## src/rtl/mnist_pkg.sv

```systemverilog
// ============================================================================
// Module      : mnist_pkg
// Description : Shared constants and types for the MNIST inference tail.
// Revision    : 1.0 - initial release
// ============================================================================
`default_nettype none

package mnist_pkg;

    localparam int NUM_CLASSES = 10;
    localparam int SCORE_W     = 32;

    typedef enum logic [0:0] {
        ACCUM = 1'b0,
        HOLD  = 1'b1
    } argmax_state_e;

    typedef logic signed [SCORE_W-1:0] score_t;

endpackage

`default_nettype wire

```

## src/rtl/max_update.sv

```systemverilog
// ============================================================================
// Module      : max_update
// Description : Strict signed compare-and-select of (value, index) pairs.
// Revision    : 1.0 - initial release
// ============================================================================
`default_nettype none

module max_update
    import mnist_pkg::*;
#(
    parameter int DATA_WIDTH = SCORE_W,
    parameter int IDX_W      = $clog2(NUM_CLASSES)
) (
    input  logic [DATA_WIDTH-1:0] cur_val,
    input  logic [IDX_W-1:0]      cur_idx,
    input  logic [DATA_WIDTH-1:0] new_val,
    input  logic [IDX_W-1:0]      new_idx,
    output logic [DATA_WIDTH-1:0] sel_val,
    output logic [IDX_W-1:0]      sel_idx
);

    logic w_take;

    // Strict greater-than keeps the earlier (lower) index on ties.
    assign w_take  = $signed(new_val) > $signed(cur_val);
    assign sel_val = w_take ? new_val : cur_val;
    assign sel_idx = w_take ? new_idx : cur_idx;

endmodule

`default_nettype wire

```

## src/rtl/argmax_seq.sv

```systemverilog
// ============================================================================
// Module      : argmax_seq
// Description : Serial running signed argmax over one frame of class scores.
// Revision    : 1.0 - initial release
// ============================================================================
`default_nettype none

module argmax_seq
    import mnist_pkg::*;
#(
    parameter int DATA_WIDTH = SCORE_W,
    parameter int NUM_ARGS   = NUM_CLASSES,
    parameter int IDX_W      = $clog2(NUM_ARGS)
) (
    input  logic                  clk,
    input  logic                  rst_n,
    input  logic                  in_valid,
    output logic                  in_ready,
    input  logic [DATA_WIDTH-1:0] in_data,
    input  logic                  in_last,
    output logic                  out_valid,
    input  logic                  out_ready,
    output logic [IDX_W-1:0]      out_class,
    output logic [DATA_WIDTH-1:0] out_max,
    output logic                  out_err
);

    localparam logic [IDX_W-1:0] c_last_idx = IDX_W'(NUM_ARGS - 1);

    argmax_state_e          r_state;
    logic [IDX_W-1:0]       r_cnt;
    logic [IDX_W-1:0]       r_idx;
    logic [DATA_WIDTH-1:0]  r_max;
    logic                   r_err;

    logic                   w_accept;
    logic                   w_at_limit;
    logic                   w_close;
    logic [DATA_WIDTH-1:0]  w_sel_val;
    logic [IDX_W-1:0]       w_sel_idx;

    max_update #(
        .DATA_WIDTH (DATA_WIDTH),
        .IDX_W      (IDX_W)
    ) u_max_update (
        .cur_val (r_max),
        .cur_idx (r_idx),
        .new_val (in_data),
        .new_idx (r_cnt),
        .sel_val (w_sel_val),
        .sel_idx (w_sel_idx)
    );

    assign w_accept   = in_valid && (r_state == ACCUM);
    assign w_at_limit = (r_cnt == c_last_idx);
    assign w_close    = in_last || w_at_limit;

    // Handshake flags decode from state only, keeping out_ready off in_ready.
    assign in_ready  = (r_state == ACCUM);
    assign out_valid = (r_state == HOLD);
    assign out_class = r_idx;
    assign out_max   = r_max;
    assign out_err   = r_err;

    always_ff @(posedge clk or negedge rst_n) begin
        if (!rst_n) begin
            r_state <= ACCUM;
            r_cnt   <= '0;
            r_idx   <= '0;
            r_max   <= '0;
            r_err   <= 1'b0;
        end else begin
            case (r_state)
                ACCUM: begin
                    if (w_accept) begin
                        r_max <= w_sel_val;
                        r_idx <= w_sel_idx;
                        if (w_close) begin
                            // Error when in_last and the beat-count limit disagree.
                            r_err   <= in_last ^ w_at_limit;
                            r_state <= HOLD;
                        end else begin
                            r_cnt <= r_cnt + 1'b1;
                        end
                    end
                end
                HOLD: begin
                    if (out_ready) begin
                        r_cnt   <= '0;
                        r_idx   <= '0;
                        r_max   <= '0;
                        r_err   <= 1'b0;
                        r_state <= ACCUM;
                    end
                end
                default: r_state <= ACCUM;
            endcase
        end
    end

endmodule

`default_nettype wire

```

## config.mk

```make
export PLATFORM = sky130hd
export DESIGN_NAME = argmax_seq
export DESIGN_NICKNAME = d
export VERILOG_FILES = /design/src/rtl/mnist_pkg.sv /design/src/rtl/max_update.sv /design/src/rtl/argmax_seq.sv
export SDC_FILE = /design/constraint.sdc
export NUM_CORES = 1
export LEC_CHECK = 0
export BUFFER_PORTS_ARGS = -buffer_cell sky130_fd_sc_hd__buf_2
export CAP_MARGIN = 30
export CORE_MARGIN = 10
export CORE_UTILIZATION = 40
export CTS_CLUSTER_DIAMETER = 100
export DETAILED_ROUTE_END_ITERATION = 16
export GPL_TIMING_DRIVEN = 1
export PLACE_DENSITY = 0.78
export REMOVE_ABC_BUFFERS = 1
export SLEW_MARGIN = 0
export SYNTH_ARGS = -nofsm -noshare
export SYNTH_HDL_FRONTEND = slang
export SYNTH_SLANG_ARGS = --single-unit
```

## constraint.sdc

```tcl
create_clock -name clk -period 2.5 [get_ports clk]
set_input_delay 0.25 -clock clk [delete_from_list [all_inputs] [get_ports clk]]
set_output_delay 0.25 -clock clk [all_outputs]
set_load 0.03 [all_outputs]
```

==> out/qor.yml <==
global_routing:
  grt_pass1_vias: 2302
  grt_max_degree: 43
  met3_usage_pct: 3.94
  gr-usage-met2_pct: 22.6
  grt.overflow.total: 0
  groute.usage.overall_pct: 13.1
  grt_busiest_layer: "met2"
  grt_util_met1_pct: 15.6
  first_pass_grt_wire_length_um: 10800
  number_of_antenna_violations_at_the_first_check_in_global_routing: 0
power:
  power_per_cell_area_mw_per_mm2: 1100
  p_leak_uw: 0.00171
  power.internal_uw: 2060
  report.power.total_uw: 3680
  comb_power_share_pct: 55.4
  power.share.switching_pct: 43.9
  vdd.ir_drop.worst_mv: 0.510
  clkPwrFrac_pct: 14.7
  power.share.sequential_pct: 29.9
  power_switching_uw: 1610
route:
  viasPerCell: 5.24
  drt_iter0_markers: 88
  wl_per_cell_um: 16.0
  route.vias.total: 2171
  routed_wire_length_um: 6620
  drtPass1Iterations: 4
  remaining_drcs: 0
  ant_nets: 0
clock_tree:
  worstSkewPairLatency_ns: 0.30
  clock-sinks: 42
  cts_buffers: 5
  root_buffer: "clkbuf_8"
  cts_max_level: 2
  tritoncts: "built"
  clk_path_buf_depth: 2
  clk_pin_slew_ns: 0.08
layout:
  postLayoutCoreUtil_pct: 55.6
  diodes: 0
  num-nets-final: 410
  flow.area_growth_from_synthesis_pct: 32.7
  proportion_of_layout_cells_with_a_drive_suffix_above_1_pct: 39.2
  fin_cells: 414
  num-fill-cells: 548
  seq_area_mm2: 0.00105
  layout.cell_area.non_filler_mm2: 0.00335
  multi_input_combinational_cell_area_mm2: 0.00137
worst_setup_path:
  path_max_fanout: 19
  worst-setup-path-type: "register to register"
  critical-path-max-stage-delay_ns: 0.40
  worstSetupStartpointType: "register"
  required_ns: 2.69
  crit_path_top_delay_cell: "dfrtp_1"
  end_kind: "register"
  worst-endpoint-arrival_ns: 2.72
  worst_path_cell_chain: "inv_1 -> ha_4 -> a21oi_1 -> o21a_1 -> nor2_1 -> o31a_1 -> or3_1 -> a221o_1 -> buf_6 -> a22o_2"
  reg2regPathDepth: 10
sta:
  layout_min_cycle_time_ns: 2.53
  relSlewSlack_pct: 79.6
  fmax_mhz: 395
  grt_setup_unrepaired: "true"
  worst_pin_slew_ns: 0.304
  worst_clock_skew_ns: 0.00637
  worst_path_setup_slack_after_routing_ns: -0.0303
  timing.final.max_slew_violations: 0
  timing.final.crit_share_pct: 101
  report.final.hold_viol_count: 0
  final-setup-viol-count: 25
synth:
  synth-seq-area-share_pct: 41.7
  avgSynthCellArea_um2: 10.6
  synth_enable_flop_cells: 0
  postSynthRegisterBits: 42
  post_synth_inst_count: 239
  synth_cell_type_count: 36
  synth-main-ff-cell: "dfrtp_1"
  netlist_area_mm2: 0.00252
  postSynth.asyncResetShare_pct: 100
  synth.yosys.warnings: 0
place:
  dp_hpwl_um: 5140
  dpl.cell_count: 399
  placed_cell_area_mm2: 0.00304
  port-buffer-count: 75
  place_ws_ns: -0.0967
  gp_routability_congestion: 0.780
floorplanning:
  fp.dieArea_mm2: 0.00988
  core-area_mm2: 0.00603
  io-pin-count: 76
  std_cell_rows: 28
  die-height_um: 99.4
  width_of_the_die_um: 99.4
  initial_core_util_pct: 41.9
status:
  violations_in_the_final_reports: "setup timing"
  run_status: "finished with violations"
worst_hold_path:
  hold_path.class: "input pin to register"
  timing.hold.worst_path_depth: 2
run:
  maxCapViolCount: 0
==> logic make-up (layout without fill, tap and decap cells) <==
family | Yosys count | after routing | share of synthesized area, %
AOI/OAI and AO/OA | 74 | 74 | 22.6
xor gates and xnor gates | 2 | 2 | 0.695
adders and majority gates | 35 | 35 | 17.4
buffers and inverters | 43 | 143 | 8.48
DFF | 42 | 42 | 41.7
muxes | 1 | 1 | 0.397
and+or+nand+nor | 42 | 42 | 8.83
==> final cells by class <==
type	count	area share, %
repair buffers	100	17.6
multi-input cells	154	41.0
clock buffers	5	2.06
flip-flops and latches	42	31.4
well taps	75	2.80
clock inverters	3	1.20
inverters	35	3.92
==> state kept, by name, indices dropped and copies added (netlist names) <==
name       flops
out_valid      1
out_max       32
out_class      4
r_cnt          4
out_err        1
==> synth_stat cells, types with 5 or more instances <==
library cell   n  area share (%)
ha_1          35              17
inv_1         35             5.2
o21ai_0        6             1.2
a21oi_1       16             3.2
nand3_1        5            0.99
nor2_1         5            0.74
nand2_1       14             2.1
a22o_1        30              10
dfrtp_1       42              42
a22o_2         6             2.4
nand4_1        8             2.0
==> metal layers <==
layer,part of all wire (%),vias to the layer above
met5,0,-
met1,44,1042
met2,49,54
met3,5.4,7
li1,-,1068
met4,0.86,0
==> power groups by stage <==
stage | Sequential, uW | Combinational [uW] | Clock [uW]
after floorplan | 1520 | 804 | 0
after global placement | 1090 | 1840 | 0
after detailed placement | 1110 | 1890 | 0
after CTS | 1090 | 1970 | 554
after global routing | 1130 | 2250 | 584
final | 1100 | 2040 | 540
==> worst max-delay path: cells and delay by family, from the launching register on <==
| kind | cells | cell delay [ns] |
|---|---|---|
| AND/OR/NAND/NOR | 2 | 0.40 |
| adder cells (fa/ha/maj) | 1 | 0.20 |
| flip-flops | 1 | 0.40 |
| buffers and inverters | 2 | 0.27 |
| AO/OA/AOI/OAI | 5 | 1.15 |
==> through the flow <==
| stage | TNS (ns) | hold slack [ns] |
|---|---|---|
| floorplan | -13.66 | -0.0456 |
| global placement | -0.515 | 0.449 |
| detailed placement | -2.73 | 0.456 |
| CTS | -0.0379 | 0.124 |
| global route | -5.16 | 0.179 |
| finish | -0.260 | 0.187 |
==> layout by cell type (no fill, tap or decap), drive strengths merged, types with 2 or more instances in the layout <==
cell	netlist	routed
nand3b	2	2
nand3	5	5
o21ai	6	6
inv	35	35
clkinv	0	2
nand4	8	8
nand2	14	14
nand2b	2	2
clkbuf	1	5
nor4	2	2
a22o	36	36
buf	7	99
o22ai	3	3
ha	35	35
o31ai	3	3
nor2	5	5
a21oi	17	17
a21boi	2	2
dfrtp	42	42
==> what timing repair did <==
item | 4_1_cts | 5_1_grt
hold buffers | 0 | 1
pin swaps | 3 | 4
hold endpoints to repair | 0 | 42
setup endpoints to repair | 36 | 36
buffers inserted | 3 | 2
gates resized for setup | 10 | 9
==> path summary, 6_finish.rpt <==
check / start / endpoint / slack (ns)
setup / recovery: out_max[9] / out_class[2] / -0.03
hold / removal: in_data[0] / out_max[0] / 0.19
setup reg to reg: out_max[9] / out_class[2] / -0.03
hold reg to reg: out_class[2] / out_class[2] / 0.50
max in group asynchronous: rst_n / out_max[15] / 1.82
min in group asynchronous: rst_n / out_max[27] / 0.27
(Power assumes the default switching activity.)
